===== config.mk =====
export PLATFORM = sky130hd
export DESIGN_NAME = mem_access_stage
export DESIGN_NICKNAME = d
export VERILOG_FILES = /design/src/rtl/mem_access_stage_pkg.sv /design/src/rtl/mem_req_timer.sv /design/src/rtl/mem_access_stage.sv
export SDC_FILE = /design/constraint.sdc
export NUM_CORES = 1
export LEC_CHECK = 0
export CORE_MARGIN = 10
export CORE_UTILIZATION = 41
export DETAILED_ROUTE_END_ITERATION = 6
export HOLD_SLACK_MARGIN = 0.12
export PLACE_DENSITY = 0.84
export SYNTH_ARGS = -nofsm -noshare
export SYNTH_HDL_FRONTEND = slang
export SYNTH_HIERARCHICAL = 1
export SYNTH_SLANG_ARGS = --single-unit

===== constraint.sdc =====
create_clock -name clk_i -period 12.6 [get_ports clk_i]
set_input_delay 2.52 -clock clk_i [delete_from_list [all_inputs] [get_ports clk_i]]
set_output_delay 2.52 -clock clk_i [all_outputs]
set_load 0.02 [all_outputs]

===== src/rtl/mem_access_stage_pkg.sv =====
// Shared widths, FSM encoding and latched-request layout for the memory-access stage.
package mem_access_stage_pkg;

  localparam int unsigned W_OPR = 32;
  localparam int unsigned W_REG = 5;

  typedef enum logic {
    MA_IDLE = 1'b0,
    MA_BUSY = 1'b1
  } ma_state_e;

  // One accepted operation, held stable on the memory port for the whole transaction.
  typedef struct packed {
    logic             we;
    logic [W_OPR-1:0] addr;
    logic [W_OPR-1:0] wdata;
    logic [W_REG-1:0] dst;
  } ma_req_t;

endpackage


===== src/rtl/mem_req_timer.sv =====
// Watchdog counter for an outstanding memory request. Cleared when a request is
// accepted, counts every waiting cycle, and flags the final permitted cycle so the
// owner can abort on that edge unless an ack arrives in the same cycle.
module mem_req_timer
  import mem_access_stage_pkg::*;
#(
  parameter int unsigned TIMEOUT = 255
) (
  input  logic i_clk,
  input  logic i_rst,
  input  logic i_clr,
  input  logic i_en,
  output logic o_expired
);

  localparam int unsigned     CW   = (TIMEOUT > 1) ? $clog2(TIMEOUT) : 1;
  localparam logic [CW-1:0]   LAST = CW'(TIMEOUT - 1);

  logic [CW-1:0] r_cnt;

  // Cycle counter: clear wins, saturates on the last permitted waiting cycle.
  always_ff @(posedge i_clk or posedge i_rst) begin
    if (i_rst) begin
      r_cnt <= '0;
    end else if (i_clr) begin
      r_cnt <= '0;
    end else if (i_en && !o_expired) begin
      r_cnt <= r_cnt + 1'b1;
    end
  end

  // Expired means this cycle is the TIMEOUT-th one spent waiting.
  always_comb begin
    o_expired = (r_cnt == LAST);
  end

endmodule


===== src/rtl/mem_access_stage.sv =====
// Memory-access stage: latches one load/store from execute, runs a req/ack
// transaction on the data-memory port while stalling upstream, and returns load
// data to writeback. A watchdog aborts a request the memory never acknowledges.
module mem_access_stage
  import mem_access_stage_pkg::*;
#(
  parameter int unsigned TIMEOUT = 255
) (
  input  logic             clk_i,
  input  logic             rst_i,
  input  logic             valid_i,
  input  logic [W_OPR-1:0] addr_i,
  input  logic             write_i,
  input  logic [W_OPR-1:0] data_i,
  input  logic [W_REG-1:0] dst_i,
  input  logic             flush_i,
  output logic             stall_o,
  output logic             dmem_req_o,
  output logic             dmem_we_o,
  output logic [W_OPR-1:0] dmem_addr_o,
  output logic [W_OPR-1:0] dmem_wdata_o,
  input  logic             dmem_ack_i,
  input  logic [W_OPR-1:0] dmem_rdata_i,
  output logic             wb_valid_o,
  output logic [W_REG-1:0] wb_dst_o,
  output logic [W_OPR-1:0] wb_data_o,
  output logic             err_o
);

  ma_state_e        r_state;
  ma_state_e        w_state_nxt;
  ma_req_t          r_req;
  logic             r_kill;
  logic             r_err;
  logic             r_ld_done;
  logic [W_OPR-1:0] r_ld_data;
  logic [W_REG-1:0] r_ld_dst;
  logic             r_wb_valid;
  logic [W_OPR-1:0] r_wb_data;
  logic [W_REG-1:0] r_wb_dst;

  logic w_busy;
  logic w_accept;
  logic w_ack;
  logic w_expired;
  logic w_abort;

  assign w_busy   = (r_state == MA_BUSY);
  assign w_accept = (r_state == MA_IDLE) && valid_i && !flush_i;
  assign w_ack    = w_busy && dmem_ack_i;
  // An ack on the last permitted cycle completes normally instead of aborting.
  assign w_abort  = w_busy && !dmem_ack_i && w_expired;

  mem_req_timer #(
    .TIMEOUT (TIMEOUT)
  ) u_timer (
    .i_clk     (clk_i),
    .i_rst     (rst_i),
    .i_clr     (w_accept),
    .i_en      (w_busy),
    .o_expired (w_expired)
  );

  // FSM state register.
  always_ff @(posedge clk_i or posedge rst_i) begin
    if (rst_i) begin
      r_state <= MA_IDLE;
    end else begin
      r_state <= w_state_nxt;
    end
  end

  // FSM next state: accept in IDLE, leave BUSY on ack or watchdog abort.
  always_comb begin
    w_state_nxt = r_state;
    case (r_state)
      MA_IDLE: if (w_accept)           w_state_nxt = MA_BUSY;
      MA_BUSY: if (w_ack || w_abort)   w_state_nxt = MA_IDLE;
      default:                         w_state_nxt = MA_IDLE;
    endcase
  end

  // FSM outputs, decoded from registered state only.
  always_comb begin
    stall_o    = 1'b0;
    dmem_req_o = 1'b0;
    if (r_state == MA_BUSY) begin
      stall_o    = 1'b1;
      dmem_req_o = 1'b1;
    end
  end

  // Request latch: captures the operation on accept and holds it on the port.
  always_ff @(posedge clk_i or posedge rst_i) begin
    if (rst_i) begin
      r_req <= '0;
    end else if (w_accept) begin
      r_req <= '{we: write_i, addr: addr_i, wdata: data_i, dst: dst_i};
    end
  end

  assign dmem_we_o    = r_req.we;
  assign dmem_addr_o  = r_req.addr;
  assign dmem_wdata_o = r_req.wdata;

  // Kill flag: a flush while BUSY suppresses the pending load writeback.
  always_ff @(posedge clk_i or posedge rst_i) begin
    if (rst_i) begin
      r_kill <= 1'b0;
    end else if (w_accept) begin
      r_kill <= 1'b0;
    end else if (w_busy && flush_i) begin
      r_kill <= 1'b1;
    end
  end

  // Completion capture: rdata is only valid with ack, so it is held here for one
  // cycle and presented to writeback on the following edge.
  always_ff @(posedge clk_i or posedge rst_i) begin
    if (rst_i) begin
      r_ld_done <= 1'b0;
      r_ld_data <= '0;
      r_ld_dst  <= '0;
    end else begin
      r_ld_done <= w_ack && !r_req.we && !r_kill && !flush_i;
      if (w_ack) begin
        r_ld_data <= dmem_rdata_i;
        r_ld_dst  <= r_req.dst;
      end
    end
  end

  // Writeback register: one-cycle valid pulse, data and dst hold between pulses.
  always_ff @(posedge clk_i or posedge rst_i) begin
    if (rst_i) begin
      r_wb_valid <= 1'b0;
      r_wb_data  <= '0;
      r_wb_dst   <= '0;
    end else begin
      r_wb_valid <= r_ld_done;
      if (r_ld_done) begin
        r_wb_data <= r_ld_data;
        r_wb_dst  <= r_ld_dst;
      end
    end
  end

  assign wb_valid_o = r_wb_valid;
  assign wb_data_o  = r_wb_data;
  assign wb_dst_o   = r_wb_dst;

  // Sticky timeout error, cleared only by reset.
  always_ff @(posedge clk_i or posedge rst_i) begin
    if (rst_i) begin
      r_err <= 1'b0;
    end else if (w_abort) begin
      r_err <= 1'b1;
    end
  end

  assign err_o = r_err;

endmodule

* Word level (Yosys, flattened, before mapping)
Index checks and enable logic that the tools add are counted.
Storage, ports and cells: bits in latches 0, memories kept 0, bits in read-only memories 0, input port bits 107, register bits 157, word-level logic and storage cells 43, output and inout bits 106, bits in writable memories 0
Cells by class: multiply operators 0, reductions and logical operators 18, $add $sub $neg 1, magnitude comparators 0, bitwise gates (word level) 1, shift-type cells 0, divide/modulo/power cells 0, equal/unequal tests 1, multiplexer cells 8
Operator list (count):
- 8-bit 2-to-1 mux | 2
- 1-bit logical AND | 10
- 8-bit by 1-bit adder with 8-bit output, second input constant | 1
- 8-bit equality test, second input constant | 1
- 1-bit zero test | 5
- 1-bit 2-to-1 mux | 5
- 2-bit nonzero test | 2
- 1-bit case mux with 2 select lines | 1
- 1-bit logical OR | 1
- 1-bit inverter | 1

* Logic depth before layout (Yosys ltp)
Gate-level depths: netlist of the first run.
depth after elaboration 6, gate-level depth with buffers 6, depth with buffers taken out 6

* By module
The synthesis of the first run kept the hierarchy.
Modules (own cells, without submodules):
- mem_access_stage | times used 1, cells an instance 385, area an instance 6009.5 um2, sequential area each 3728.6 um2
- mem_req_timer | times used 1, cells an instance 52, area an instance 489.2 um2, sequential area each 200.2 um2

* Least setup slack after synthesis of the first run
Ideal clock, no wire load.
path kind input to register, from input flush_i, to register u_timer.r_cnt[0], stages on the path 6, path slack 8.828 ns, path buffers 2, data required time 12.475 ns, data arrival time 3.646 ns, library setup time 0.125 ns, cells stage by stage nand2b_1 nor2_4 buf_4 buf_1 nor2_1 mux2_4
Between the ends: longest elaborated chain between the ends 3, elaborated cells on any way between the ends 4, those cells by class 1 x mux; 3 x reduce/logical
RTL lines:
- start: declaration | RTL line mem_access_stage.sv:16 | input logic flush_i,
- 1-bit zero test * | RTL line mem_access_stage.sv:49 | assign w_accept = (r_state == MA_IDLE) && valid_i && !flush_i;
- 1-bit logical AND * | RTL line mem_access_stage.sv:49
- via w_accept | RTL line mem_access_stage.sv:43 | logic w_accept;
- 8-bit 2-to-1 mux / 2-bit nonzero test (equally long branches)
- end signal: assignment | RTL line mem_req_timer.sv:28 | r_cnt <= r_cnt + 1'b1;
- end: declaration | RTL line mem_req_timer.sv:19 | logic [CW-1:0] r_cnt;
The timed path passes the listed nets; every way through them passes the cells marked *. A chain may end at the register's enable or synchronous reset.

* Final worst setup path of the first run
from input flush_i, to register r_req, in the netlist dmem_wdata_o[19]
Between the ends: longest elaborated chain between the ends 2
RTL lines:
- 1-bit zero test | RTL line mem_access_stage.sv:49
- 1-bit logical AND | RTL line mem_access_stage.sv:49
- end signal: assignment | RTL line mem_access_stage.sv:98 | r_req <= '{we: write_i, addr: addr_i, wdata: data_i, dst: dst_i};
- end: declaration | RTL line mem_access_stage.sv:32 | ma_req_t r_req;
No other way between the ends.

==> out/results.txt, run 1 <==
The run finished with clean final reports. In the final routing, the length of wire on met1 measures 5.82 mm. The cell at the root of the clock tree is clkbuf_16. Entering global routing, the biggest net connects 78 pins.

Setup violations remaining at the end of the flow were counted as 0. STA puts the critical path data required time at 12,900 ps. The combinational cell fraction of total power is 31.8%.

Along the worst path, the maximum fanout reaches 70. The tools report the met3 wire length as 1.06 mm. The total count of max-transition violations in the final report was 0; the number of cell instances on the worst register-to-register path was 3. The library cell used most frequently in the layout, excluding fill and tap cells, is clkdlybuf4s50_1. The net switching power is 527 uW, and the routed via count divided by cell count is 4.81. The leakage component of the power is 3.70 nW, and the count of non-filler cells in the finished layout is 807. After clock tree synthesis, the clock-pin slew on the worst setup and hold paths is 60 ps.

After global routing the overflow that remains totals 0. For this run, design rule violations remaining after detail routing come to 0. The final route contains 3,880 vias.

Global routing consumed, over all layers together, 14.3% of the routing resources. Of the total power, the share spent switching nets is 29.0%. The final HPWL from detailed placement was 10.8 mm.

Relative to the synthesized area, the layout overhead comes to 36.6%. The detail route stage leaves a number of antenna-violating nets equal to 0. 0 antenna diodes ended up in the layout.

Setup repair after global routing left no endpoint under its margin. Summing all multi-input logic gate instances after layout gives 1950 um^2. The internal power of the cells totals 1.29 mW.

The portion of the post-synthesis area used by sequential elements came out at 60.5%. Routability-driven placement finished with a final weighted congestion of 0.717. The endpoint type of the worst setup path was a register. The cell count after synthesis came out at 437. Counting tap cells, the placed design contains a total of 779 instances. The number of flip-flops and latches in the synthesized netlist was 157; the routed wirelength normalized by instance count was 18.4 um. Setup slack of the worst register-to-register path: 10,300 ps. IR analysis of the VDD net gives a maximum drop of 120 uV. The setup skew after layout is 9.05 ps. The maximum number of buffers from clock root to sink is 2, and the number of fill cells in the layout is 1,258. The number of gates resized after cts is 0.

In this run the count of I/O pins placed on the die edge is 213. The number of global-route vias before repair came out at 4,308. Counting I/O delays and the setup requirement, the final critical path takes 4390 ps. The CTS buffer count is 17, and the count of cell types in the netlist is 30. Summed over all nets, wire length on met2 after detailed routing comes to 7.68 mm. Once the floorplan was initialized, standard cells occupied 42.3% of the core. In this run the horizontal extent of the chip is 146 um. In the final design database the tool counted 696 nets. The first global-routing pass estimated 24.1 mm of wire. Sequential cells burn 40.5% of the power.

For this block, the routed nets add up to 14.8 mm of wire. The startpoint-to-endpoint class of the critical path is input pin to register. The detailed router finished its first iteration with 151 violations. The top cell types in the final layout, fill and taps aside, are clkdlybuf4s50_1, dfrtp_1, mux2_2.

The transition at the pin with the smallest max-transition slack works out to 1030 ps. The number of iterations in the first detailed-routing pass came out at 4. The initial antenna violation count was 0; the remaining max-slew budget at the tightest pin was 31.4%.

The logs give 6500 um^2 for the area of the mapped netlist and 45 for the site row count. The core region is 15,400 um^2. The worst min-delay path category was register to register.

In this run the power density over the cells is 204 nW/um^2. The clock drives 157 sinks. The number of warning messages in the yosys log came out at 6.

The tools report the number of hold-slack violations in the final timing report as 0. For the accumulated negative setup slack, the log shows 0 ps. Of the available clock period, the critical path in the final layout requires 34.9%.

Port buffering added 212 buffers. The tools report the sequential cell area as 3930 um^2. Each instance of the synthesized netlist takes up on average 14.9 um^2. The height of the chip is 146 um.

TritonCTS built the clock tree. For the worst setup path, the data arrival time is 4690 ps. Across the run, the number of max-cap violations was 0. Timing would allow up to 228 MHz. In the final layout, the share of cells above drive strength 1 is 27.2%. The number of hold buffers added after CTS was 0. The worst reg2reg path endpoint was dmem_wdata_o[19]$_DFFE_PP0P_. The tools report the post-CTS setup-driven buffer insertion count as 0.

Fraction of power consumed by the clock network: 27.6%. The number of nets in the synthesized netlist is 546. The total die area is 21,300 um^2. The run gives 410 ps as the clock latency of the later-clocked register in the worst-skew pair. The worst hold endpoint is r_ld_data[10]$_DFFE_PP0N_. Cell count of the worst hold path: 1. The H-tree was split into 4 levels. The origin of the worst min-delay path is r_ld_data[10]$_DFFE_PP0N_. Top metal layer carrying routed signals: met4. Startpoint of the worst register-to-register path: r_state$_DFF_PP0_. The tools report the category of the worst setup path launch point as an input pin.
power groups by stage:
stage / Clock, mW / Combinational (mW) / Sequential, mW
3_5_place_dp: 0 / 0.588 / 0.746
2_1_floorplan: 0 / 0.290 / 0.798
4_1_cts: 0.518 / 0.590 / 0.738
6_report: 0.501 / 0.578 / 0.735
5_1_grt: 0.542 / 0.614 / 0.756
3_3_place_gp: 0 / 0.574 / 0.733
cell type report:
class	instances	share of cell area, %
multi-input combinational	193	22.0
clock inverter	8	1.34
sequential	157	44.3
inverter	4	0.226
clock buffer	20	5.15
tap	211	2.97
timing repair buffer	214	24.1
metal layers:
layer	GRT usage, %	up-vias
li1	-	1751
met1	15.8	1972
met2	24.2	136
met4	5.51	0
met3	5.50	21
met5	0	-
sequential cells by signal (all words and copies together), names as in the netlist:
register,count
r_ld_data,32
u_timer/r_cnt,8
r_state,1
dmem_addr_o,32
dmem_wdata_o,32
wb_data_o,32
r_ld_dst,5
err_o,1
r_kill,1
r_ld_done,1
wb_dst_o,5
wb_valid_o,1
r_req,5
dmem_we_o,1
critical path, stage by stage:
cell,delay (ps)
clkdlybuf4s50_1,450
nand2b_1,210
nor2_4,290
buf_4,730
mux2_2,420
stage by stage:
| step | utilization, % | power (mW) | instance area, um^2 | hold WS, ps | setup slack [ps] |
|---|---|---|---|---|---|
| after floorplan | - | 1.09 | 6500 | 349 | 6070 |
| after global routing | 57.7 | 1.91 | 8870 | 488 | 8110 |
| after global placement | 54.0 | 1.31 | 8300 | 446 | 7890 |
| final | 57.7 | 1.81 | 8870 | 485 | 8210 |
| after detailed placement | 54.0 | 1.33 | 8300 | 467 | 7740 |
| after CTS | 57.7 | 1.85 | 8870 | 475 | 8190 |
cell usage after synthesis:
cell type | number | area [um^2]
dfrtp_1 | 157 | 3930
mux2_2 | 125 | 1410
buf_4 | 73 | 548
mux2_1 | 19 | 214
buf_2 | 7 | 35.0
nand2_1 | 7 | 26.3
a21oi_1 | 6 | 30.0
nor2_1 | 5 | 18.8
inv_1 | 4 | 15.0
nor3_1 | 4 | 20.0
and3_1 | 3 | 18.8
nand3_1 | 3 | 15.0
a211oi_1 | 2 | 15.0
a311oi_1 | 2 | 17.5
a41oi_1 | 2 | 17.5
buf_6 | 2 | 22.5
ha_1 | 2 | 25.0
nor4_1 | 2 | 12.5
a211oi_2 | 1 | 12.5
a21boi_2 | 1 | 11.3
a21o_1 | 1 | 7.51
and2_1 | 1 | 6.26
and4_1 | 1 | 8.76
buf_1 | 1 | 3.75
mux2_4 | 1 | 15.0
nand2b_1 | 1 | 6.26
nor2_4 | 1 | 11.3
nor3_2 | 1 | 10.0
o21bai_1 | 1 | 7.51
o221a_1 | 1 | 11.3
cells by family (layout without fill, tap and decap cells):
logic type	after synthesis	after routing	share of synthesized area, %
buffers and inverters	87	246	9.61
flip-flops	157	157	60.5
AND/OR/NAND/NOR	29	29	2.37
AO/OA/AOI/OAI	17	17	2.00
multiplexers	145	145	25.2
adder cells (fa/ha/maj)	2	2	0.385
worst max-delay path by stage:
stage / start / end / slack [ps]
5_1_grt: flush_i / dmem_wdata_o[19]$_DFFE_PP0P_ / 8110
4_1_cts: flush_i / dmem_wdata_o[11]$_DFFE_PP0P_ / 8190
3_3_place_gp: flush_i / dmem_wdata_o[23]$_DFFE_PP0P_ / 7890
2_1_floorplan: rst_i / dmem_addr_o[0]$_DFFE_PP0P_ / 6070
3_5_place_dp: flush_i / dmem_wdata_o[13]$_DFFE_PP0P_ / 7740
6_report: flush_i / dmem_wdata_o[19]$_DFFE_PP0P_ / 8210
Power figures use the tool's default switching activity.
==> inputs of run 2 (changes only) <==
Settings changed: PLACE_DENSITY 0.84 to 0.86.
Clock period 12.6 ns to 3.65 ns, I/O delays scaled along.
==> run 2 against run 1 <==
Non-clock buffer count up 2. Sequential share of layout area shrank 0.25 points. Via count rose by 1.2%. Critical endpoint is now stall_o. Global-route usage grew 0.43 points. Final cell count up 0.74%. Setup slack worse by 7100 ps. Clock power rose to 3.5 times the previous value. Highest routed layer unchanged. Combinational power grew to 3.5 times the previous value. Register-to-register slack got worse by 8700 ps. Largest cell class unchanged.
==> out/results.txt, run 2 (synthesized netlist as in run 1, its figures left out) <==
The initial antenna violation count came out at 0 (unchanged). The accumulated negative setup slack was 0 ps (unchanged); the residual antenna-violating net count after detailed routing was 0 (unchanged). The final clock period utilization by the worst path is 69.0%, and the number of cell instances on the worst register-to-register path is 2 (-1).

The setup slack of the worst register-to-register path was 1570 ps (-8730 ps). The total routing usage reported by global routing was 14.7% (+0.43 points). In the layout the commonest cells are clkdlybuf4s50_1, dfrtp_1, mux2_2. The remaining max-slew budget at the tightest pin was 33.6% (+2.2 points); the horizontal die dimension was 146 um (unchanged). The fraction of power consumed by the clock network was 27.6% (about the same). The clock slew at the register clock pins of the worst setup and hold paths was 60 ps (about the same). The number of buffers inserted by port buffering is 212 (unchanged). The library cell used most frequently in the layout, excluding fill and tap cells, is clkdlybuf4s50_1. The routed wirelength normalized by instance count was 18.9 um (+3.0%).

For the number of instances in the placed design, the log shows 781 (+0.26%). The run gives 21,300 um^2 (unchanged) as the total die area. Relative to the synthesized area, the layout overhead comes to 37.3%. The initial cell density of the core is 42.3% (unchanged), and the clock latency of the later-clocked register in the worst-skew pair is 410 ps (about the same). In this run the worst setup path begins at r_state$_DFF_PP0_. The number of setup violations in the final report came out at 0 (unchanged). The tools report the cell at the root of the clock tree as clkbuf_16. The number of global-route vias before repair was 4,445 (+3.2%). The transition at the pin with the smallest max-transition slack is 992 ps (-33.4 ps), and the overall via count from detail_route is 3,925 (+1.2%). The CTS buffer count is 17 (unchanged). The worst hold path terminates at r_ld_done$_DFF_PP0_. On the critical path, the stage with the largest delay is an instance of clkdlybuf4s50_1. The logs give 25.1 mm (+4.2%) for the global-route wire length before repair and 0 (unchanged) for the number of gates resized after cts. Origin of the worst min-delay path: dmem_we_o$_DFFE_PP0P_. The tools report the total count of max-transition violations in the final report as 0 (unchanged). The tools report the final net count as 698 (+0.29%).

The initial detailed-routing violation count is 150 (-0.66%). The tools report the startpoint of the worst register-to-register path as r_state$_DFF_PP0_. The height of the chip was 146 um (unchanged). The tools report the site row count as 45 (unchanged).

For the net switching power, the log shows 1.88 mW (+260%). The required time of the worst setup path is 2920 ps (-9980 ps). The run gives 0 (unchanged) as the number of antenna repair diodes.

The wire length after detailed routing is 15.4 mm (+3.8%), and the sequential share of power is 40.5% (about the same). The tools report the post-detailed-route DRC marker count as 0 (unchanged). The area of the core region is 15,400 um^2 (unchanged). The final HPWL from detailed placement is 11.5 mm (+6.4%), and the combinational cell fraction of total power is 32.0% (+0.2 points).

The cell count of the worst hold path is 1 (unchanged), and the H-tree depth is 4 (unchanged). The share of final-layout standard cells stronger than drive strength 1 is 27.7% (+0.56 points). The number of max-cap violations was 0 (unchanged). The switching part of the total is 29.8% (+0.77 points), and the number of iterations in the first detailed-routing pass is 5 (+1). For the leakage component of the power, the log shows 3.71 nW (+0.33%). Worst min-delay path category: register to register. The minimum period implied by the final worst setup slack came out at 2520 ps. The logs give 157 (unchanged) for the number of sinks driven by the clock tree and 4.42 mW (+240%) for the internal portion of total power.

The run gives 2 (unchanged) as the maximum number of buffers from clock root to sink. The worst setup path is captured at an output pin. The worst setup path is launched from a register. The critical path buffer and inverter count works out to 1 (-1).

The final estimated routing congestion in global placement came out at 0.742 (+3.5%). The flow ran to the end, and the final reports show no timing, DRC or antenna violations. The run gives 0 (unchanged) as the number of hold-slack violations in the final timing report.

The final design utilization was 58.1% (+0.33 points). The critical path goes through clkdlybuf4s50_1. The stage delay of the slowest cell on the critical path is 710 ps (-20 ps). The critical path in this run is classified as register to output pin. For the post-CTS setup-driven buffer insertion count, the log shows 0 (unchanged).

Largest net degree at the start of global routing: 72 (-7.7%). The power density over cell area was 705 nW/um^2 (+250%); the routed via count divided by cell count was 4.83 (+0.41%). Setup repair after global routing left no endpoint under its margin. Number of buffers inserted for hold repair after clock tree synthesis: 0 (unchanged).

The setup skew after layout was 10.8 ps (+1.71 ps); the peak ir drop on the vdd network was 349 uV (+190%). Arrival time of the worst setup path: 1790 ps (-2900 ps). The run gives 213 (unchanged) as the number of top-level pins.

The worst reg2reg path endpoint was r_ld_data[17]$_DFFE_PP0N_. The remaining global-route overflow was 0 (unchanged); the total power consumption of the routed design was 6.30 mW (+250%). The maximum net fanout on the critical path works out to 16 (-77%).

TritonCTS built the clock tree. Derived from the worst setup path, the maximum achievable clock frequency is 397 MHz. The count of non-filler cells in the finished layout was 813 (+0.74%). Critical path's top delay family: buffers and inverters.
[run 2: changes by cell type in the layout (fill, tap and decap cells not counted), sizes merged]
cell and delta:
buf +2, clkinvlp +3, clkbuf +2, bufinv -1
[run 2: area by class of cell]
cell class	count	area (um^2)
fillers	1238	6450
flip-flops and latches	157	3930
repair buffers	216	2180
multi-input cells	193	1950
clock buffers	22	474
well taps	211	264
clock inverters	10	113
inverters	4	18.8
[run 2: power groups by stage]
stage                     logic (mW)  clock network, mW  registers [mW]
final                           2.01               1.74            2.55
after global routing            2.13               1.86            2.63
after CTS                       2.06               1.78            2.55
after detailed placement        2.05                  0            2.58
after global placement          1.99                  0            2.54
after floorplan                 1.00                  0            2.75
[run 2: metrics by stage]
step | setup WS (ps) | hold WS (ps) | area (um^2)
after global placement | 1120 | 449 | 8340
after detailed placement | 1040 | 458 | 8340
after floorplan | 1050 | 349 | 6500
after CTS | 1120 | 472 | 8920
final | 1130 | 465 | 8920
after global routing | 1040 | 508 | 8920
[run 2: how the worst max path moves through the flow]
stage                                        end  slack [ps]  cells past startpoint
finish                                   stall_o        1130                      1
global route                             stall_o        1040                      1
CTS                                      stall_o        1120                      1
detailed placement   dmem_wdata_o[5]$_DFFE_PP0P_        1040                      5
global placement    dmem_wdata_o[20]$_DFFE_PP0P_        1120                      5
floorplan             dmem_addr_o[0]$_DFFE_PP0P_        1050                      1
[run 2: routing by layer]
layer,wire [um],vias to the layer above,GRT usage (%),share of wire [%]
met5,0,-,0,0
met4,167,0,3.89,1.1
met3,995,15,5.00,6.5
met2,8350,156,26.2,54
met1,5880,1993,16.3,38
li1,-,1761,-,-
